===== src/rtl/cpu_ctrl_seq.sv =====
// cpu_ctrl_seq: instruction-sequencing FSM (fetch/execute, multi-word ops, HALT, illegal opcodes).
// Define CTRL_ILLEGAL_TRAP_EN to trap illegal opcodes into HALT instead of executing them as NOP.
module cpu_ctrl_seq #(
    parameter int OPCODE_W = 4,
    parameter int EXT_W    = 2,
    parameter int ALU_OT_W = 2
) (
    input  logic                clk,
    input  logic                rst,
    input  logic                en,
    input  logic [OPCODE_W-1:0] opcode,
    input  logic [EXT_W-1:0]    ext_len,
    input  logic                ins_valid,
    output logic [ALU_OT_W-1:0] alu_ot,
    output logic                ins_load,
    output logic                op1_load,
    output logic                op2_load,
    output logic                pc_load,
    output logic                pc_inc,
    output logic                reg_load,
    output logic                halted,
    output logic                illegal
);
`ifdef CTRL_ILLEGAL_TRAP_EN
    localparam bit TRAP = 1'b1;
`else
    localparam bit TRAP = 1'b0;
`endif
    typedef enum logic [2:0] {IDLE, FETCH, EXEC, XFETCH, XEXEC, HALT} state_t;
    state_t state;
    logic [OPCODE_W-1:0] op_q;
    logic [EXT_W-1:0] cnt;
    logic [3:0] lo;
    logic hi, bad, is_arith, is_logic, is_multi, is_halt, last, illegal_q;
    assign lo = op_q[3:0];
    assign hi = (op_q >> 4) != '0;
    assign bad = hi || lo == 4'hf;
    assign is_arith = !hi && lo <= 4'd3;
    assign is_logic = !hi && (lo inside {4'd4, 4'd5, 4'd6, 4'd9, 4'd10});
    assign is_multi = !hi && (lo == 4'hc || lo == 4'hd);
    assign is_halt = !hi && lo == 4'he;
    assign last = cnt == EXT_W'(1);
    assign halted = state == HALT;
    assign illegal = illegal_q;
    // Strobes are gated by en so an abandoned instruction never issues a write.
    always_comb begin
        alu_ot = '0;
        ins_load = 1'b0;
        op1_load = 1'b0;
        op2_load = 1'b0;
        pc_load = 1'b0;
        pc_inc = 1'b0;
        reg_load = 1'b0;
        if (en) begin
            case (state)
                FETCH, XFETCH: begin
                    pc_load = 1'b1;
                    ins_load = ins_valid;
                end
                EXEC: begin
                    alu_ot = is_arith ? ALU_OT_W'(1) :
                             (is_logic || (!hi && (lo == 4'd7 || lo == 4'd8))) ? ALU_OT_W'(2) : '0;
                    op1_load = is_arith || is_logic || (!hi && (lo == 4'd7 || lo == 4'hc));
                    op2_load = is_arith || is_logic || (!hi && (lo == 4'd8 || lo == 4'hb));
                    reg_load = is_arith || is_logic || (!hi && (lo inside {4'd7, 4'd8, 4'hb}));
                    pc_inc = !is_halt && !(bad && TRAP);
                end
                XEXEC: begin
                    pc_inc = 1'b1;
                    reg_load = last;
                end
                default: ;
            endcase
        end
    end
    always_ff @(posedge clk or posedge rst) begin
        if (rst) begin
            state <= IDLE;
            op_q <= '0;
            cnt <= '0;
            illegal_q <= 1'b0;
        end else if (!en) begin
            state <= IDLE;
            illegal_q <= 1'b0;
        end else begin
            case (state)
                IDLE: state <= FETCH;
                FETCH: if (ins_valid) begin
                    op_q <= opcode;
                    cnt <= (ext_len == '0) ? EXT_W'(1) : ext_len;
                    state <= EXEC;
                end
                EXEC: if (bad && TRAP) begin
                    illegal_q <= 1'b1;
                    state <= HALT;
                end else begin
                    state <= is_halt ? HALT : is_multi ? XFETCH : FETCH;
                end
                XFETCH: if (ins_valid) state <= XEXEC;
                XEXEC: begin
                    cnt <= cnt - 1'b1;
                    state <= last ? FETCH : XFETCH;
                end
                default: state <= state;
            endcase
        end
    end
endmodule


===== config.mk =====
export PLATFORM = sky130hd
export DESIGN_NAME = cpu_ctrl_seq
export DESIGN_NICKNAME = d
export VERILOG_FILES = /design/src/rtl/cpu_ctrl_seq.sv
export SDC_FILE = /design/constraint.sdc
export NUM_CORES = 1
export LEC_CHECK = 0
export ABC_CLOCK_PERIOD_IN_PS = 3800
export BUFFER_PORTS_ARGS = -buffer_cell sky130_fd_sc_hd__buf_2
export CORE_UTILIZATION = 44
export DETAILED_ROUTE_END_ITERATION = 10
export GPL_TIMING_DRIVEN = 0
export HOLD_SLACK_MARGIN = 0.02
export PLACE_DENSITY_LB_ADDON = 0.3
export SYNTH_ARGS = -nofsm -noshare
export SYNTH_HDL_FRONTEND = slang
export SYNTH_SLANG_ARGS = --single-unit

===== constraint.sdc =====
create_clock -name clk -period 3.8 [get_ports clk]
set_clock_uncertainty 0.15 [all_clocks]
set_input_delay 0.57 -clock clk [delete_from_list [all_inputs] [get_ports clk]]
set_output_delay 0.57 -clock clk [all_outputs]
set_load 0.1 [all_outputs]

; After elaboration in Yosys (flattened, before gate mapping)
; Index checks and enable logic that the tools add are counted.
[word_totals]
register_bits = 9
input_bits = 10
output_inout_bits = 10
wordCells = 71
[classes]
n_addsub = 1
order_cmp = 1
eq_ne = 21
n_mux = 26
n_reduce_logical = 19
[ops]
columns = cell, count
row1 = "equality test 4 bit, second input constant", 7
row2 = "equality test 4 x 3 -> 1 bit, second input constant", 4
row3 = two-way mux 2 bit, 8
row4 = case mux 3 bit (5 select lines), 1
row5 = two-way mux 3 bit, 4
row6 = two-way mux 1 bit, 10
row7 = logical OR 1 bit, 9
row8 = AND reduction 3 bit, 3
row9 = "equality test 3 x 2 -> 1 bit, second input constant", 2
row10 = "equality test 3 bit, second input constant", 2
row11 = "!= test 3 bit, second input constant", 2
row12 = "!= test 6 x 1 -> 1 bit, second input constant", 1
row13 = nonzero test 5 bit, 1
row14 = "<= comparator 4 x 2 -> 1 bit, second input constant", 1
row15 = case mux 1 bit (2 select lines), 2
row16 = case mux 2 bit (2 select lines), 1
row17 = "equality test 3 x 1 -> 1 bit, second input constant", 1
row18 = zero test 3 bit, 1
row19 = nonzero test 3 bit, 1
row20 = "equality test 2 x 1 -> 1 bit, second input constant", 1
row21 = zero test 2 bit, 1
row22 = "!= test 2 bit, second input constant", 1
row23 = nonzero test 2 bit, 1
row24 = OR reduction 2 bit, 1
row25 = other kinds (2), 2

; Longest topological paths before layout
[depth]
depth_word = 7
mapped_depth = 4

; Least setup slack after synthesis
; No wires, ideal clock.
[synth_path]
path_type = input to output
start = in en
end = out alu_ot[0]
arrival_ns = 2.180
required_ns = 3.080
setup_slack_ns = 0.900
cell_stages = 3
path_cell_list = nand2b_1 > or3_4 > nor3_2
[synth_via]
elab_chain_cells = 1
[synth_lines]
columns = item, line
row1 = from (decl), 10  ; input logic en,
row2 = two-way mux 2 bit, 54  ; if (en) begin
row3 = to (decl), 14  ; output logic [ALU_OT_W-1:0] alu_ot,
; No other way between the ends.

; Worst setup path in the final report
[layout_path]
start = reg state[1]
end = out alu_ot[0]
[layout_via]
elab_chain_cells = 3
[layout_lines]
columns = item, line
row1 = from (decl), 30  ; state_t state;
row2 = from (signal assigned), 97  ; state <= is_halt ? HALT : is_multi ? XFETCH : FETCH;
row3 = from (signal assigned), 102  ; state <= last ? FETCH : XFETCH;
row4 = from (signal assigned), 104  ; default: state <= state;
row5 = equality test 3 x 2 -> 1 bit, 55  ; case (state)
row6 = two-way mux 2 bit, 55
row7 = two-way mux 2 bit, 54
; No other way between the ends.

==> impl_metrics.yaml <==
critical_path:
  r2r-end: "lo[2]"
  cp_max_fo: 7
  cp.arrival_ps: 1790
  critPathKind: "register to output port"
  end_kind: "output port"
  reg2reg_depth: 3
  reg2reg_slack_ps: 2320
  cp-start-kind: "register"
  critPathRequiredTime_ps: 3080
  r2r-start: "state[1]"
final_layout:
  nNetsFinal: 104
  area_growth_syn_to_layout_pct: 19.9
  fillers: 137
  multiInputGateArea_um2: 415
  drive_gt1_share_pct: 39.1
  antennaDiodeCount: 0
  fin_cells: 107
  seq_area_um2: 225
yosys:
  yosys_warnings: 0
  synth-seq-cells: 9
  synthCells: 70
  synth_top_area_cell: "dfrtp_1"
  syn_nets: 81
  yosysSeqAreaShare_pct: 33.1
  avgSynthCellArea_um2: 9.72
  synthTopCellsByArea: "dfrtp_1 33%, mux2_1 6.6%, nand2b_1 5.5%"
  yosysTopAreaCellShare_pct: 33.1
  ys.flop_type: "dfrtp_1"
  synth_most_common_cell: "dfrtp_1"
  synth_cell_types: 37
  synthTopCellsByCount: "9 x dfrtp_1, 6 x nand2b_1, 4 x a21oi_2, 4 x mux2_1"
  synth-edff-count: 0
  async_flop_share_pct: 100
  syn-cell-area_um2: 681
detailed_routing:
  drc_errors: 0
  vias: 546
  routed_wl_um: 1190
  wire_per_inst_um: 11.1
  first_pass_iters: 2
  ant_nets: 0
  drt-initial-drc-count: 3
  vias_per_cell: 5.10
power_and_ir_drop:
  leakagePower_nw: 0.403
  design_power_total_mw: 0.339
  ir_drop_mv: 0.446
  powerDensity_mw_per_mm2: 415
clock_tree:
  insertion_delay_ps: 260
  cts_setup_buffers: 0
  cts_made_buffers: 3
  clk_pin_slew_ps: 60
  cts_num_sinks: 9
  root_buffer: "clkbuf_4"
  cts_hold_buffers: 0
  cts_buffer_depth: 2
  cts_resized: 0
  cts_tree: "built"
  cts.htree.levels: 1
global_route:
  grt_usage_pct: 17.6
  antenna_found_initial: 0
  first_global_vias: 503
  grt_overflow: 0
  grt_max_degree: 11
  grt_pass1_wl_um: 1930
sta:
  holdWs_ps: 99.8
  min_period_ps: 2510
  rsz0062_at_grt: "no"
  post-route-period-util_pct: 66.2
  fin_tns_setup_ps: 0
  clock.fmax_mhz: 398
  slew_violations: 0
  setup_violations: 0
  report.final.hold_viol_count: 0
floorplanning:
  start_util_pct: 49.8
  core-area_mm2: 0.00137
  die_h_um: 41.3
  io_pins: 20
  die_width_um: 41.3
  num_rows: 13
  dieArea_mm2: 0.00171
placed_design:
  dpl.hpwl_um: 952
  port_buffers: 18
  dpl.cell_count: 103
  gp_congestion: 0.730
job:
  cap_violations: 0
outcome:
  status: "finished clean"
min_path:
  holdCritPathClass: "input pin to asynchronous set/reset pin"
## logic make-up (layout without fill, tap and decap cells)
kind of cell / count (synthesis) / after routing / synth area share (%)
compound gates: 15 / 15 / 16.4
other cells: 1 / 1 / 0.551
mux: 6 / 6 / 9.56
fa+ha+maj: 1 / 1 / 1.84
buf+inv: 8 / 30 / 5.88
flops: 9 / 9 / 33.1
xor+xnor: 1 / 1 / 1.29
simple gates: 29 / 29 / 31.4
## layout make-up
type / count / area share, %
inverter: 4 / 1.84
clock buffer: 4 / 3.22
multi-input combinational: 53 / 50.9
timing repair buffer: 18 / 11.0
buffer: 4 / 3.07
sequential: 9 / 27.6
tap: 15 / 2.30
## report_power, final
group	internal (mW)	switching, mW	total, mW
combinational	0.0500	0.0862	0.136
clock	0.0403	0.0305	0.0708
sequential	0.116	0.0160	0.132
total	0.206	0.133	0.339
## sequential cells by signal, indices dropped and copies added, names as in the netlist
signal  cells
state       3
cnt         2
lo          4
## placed cells by master, fill, tap and decap left out
| cell | instances |
|---|---|
| a21oi_1 | 1 |
| a21oi_2 | 4 |
| a22oi_1 | 1 |
| a2bb2oi_1 | 1 |
| a32oi_1 | 1 |
| and2_1 | 2 |
| and3b_1 | 2 |
| buf_2 | 20 |
| buf_4 | 2 |
| clkbuf_1 | 1 |
| clkbuf_4 | 3 |
| conb_1 | 1 |
| dfrtp_1 | 9 |
| ha_1 | 1 |
| inv_1 | 3 |
| inv_2 | 1 |
| mux2_1 | 4 |
| mux2i_1 | 2 |
| nand2_1 | 3 |
| nand2b_1 | 6 |
| nand2b_2 | 1 |
| nand3_1 | 1 |
| nand3b_1 | 1 |
| nand3b_4 | 1 |
| nand4b_1 | 1 |
| nand4bb_1 | 1 |
| nor2_1 | 3 |
| nor2_4 | 1 |
| nor2b_1 | 2 |
| nor3_1 | 1 |
| nor3_2 | 1 |
| nor3b_2 | 1 |
| o211a_1 | 1 |
| o21a_1 | 2 |
| o21ai_0 | 2 |
| o21ai_1 | 1 |
| o22ai_1 | 1 |
| or3_4 | 1 |
| xor2_1 | 1 |
## layer usage
| metal | up-vias | global-route usage (%) | wire (um) |
|---|---|---|---|
| met5 | - | 0 | 0 |
| met4 | 0 | 2.42 | 0 |
| met3 | 0 | 6.38 | 62 |
| met2 | 13 | 33.6 | 576 |
| li1 | 286 | - | - |
| met1 | 247 | 18.7 | 552 |
## worst max-delay path: stages (launching register included)
cell and delay [ps]:
dfrtp_1 480, inv_2 90, or3_4 430, nor3_2 100, buf_2 440
## worst max-delay path by stage
stage	startpoint	endpoint	depth (start not counted)	slack, ps
floorplan	en	alu_ot[0]	3	900
finish	state[1]	alu_ot[0]	4	1290
global placement	en	alu_ot[0]	5	1350
detailed placement	en	alu_ot[0]	5	1330
global route	state[1]	op2_load	4	1190
CTS	state[1]	alu_ot[0]	4	1270
## through the flow
stage | worst slack (ps) | area (um^2) | utilization (%)
2_1_floorplan | 900 | 681 | -
3_3_place_gp | 1350 | 790 | 57.8
3_5_place_dp | 1330 | 790 | 57.8
4_1_cts | 1270 | 816 | 59.7
5_1_grt | 1190 | 816 | 59.7
6_report | 1290 | 816 | 59.7
Power figures use the tool's default switching activity.
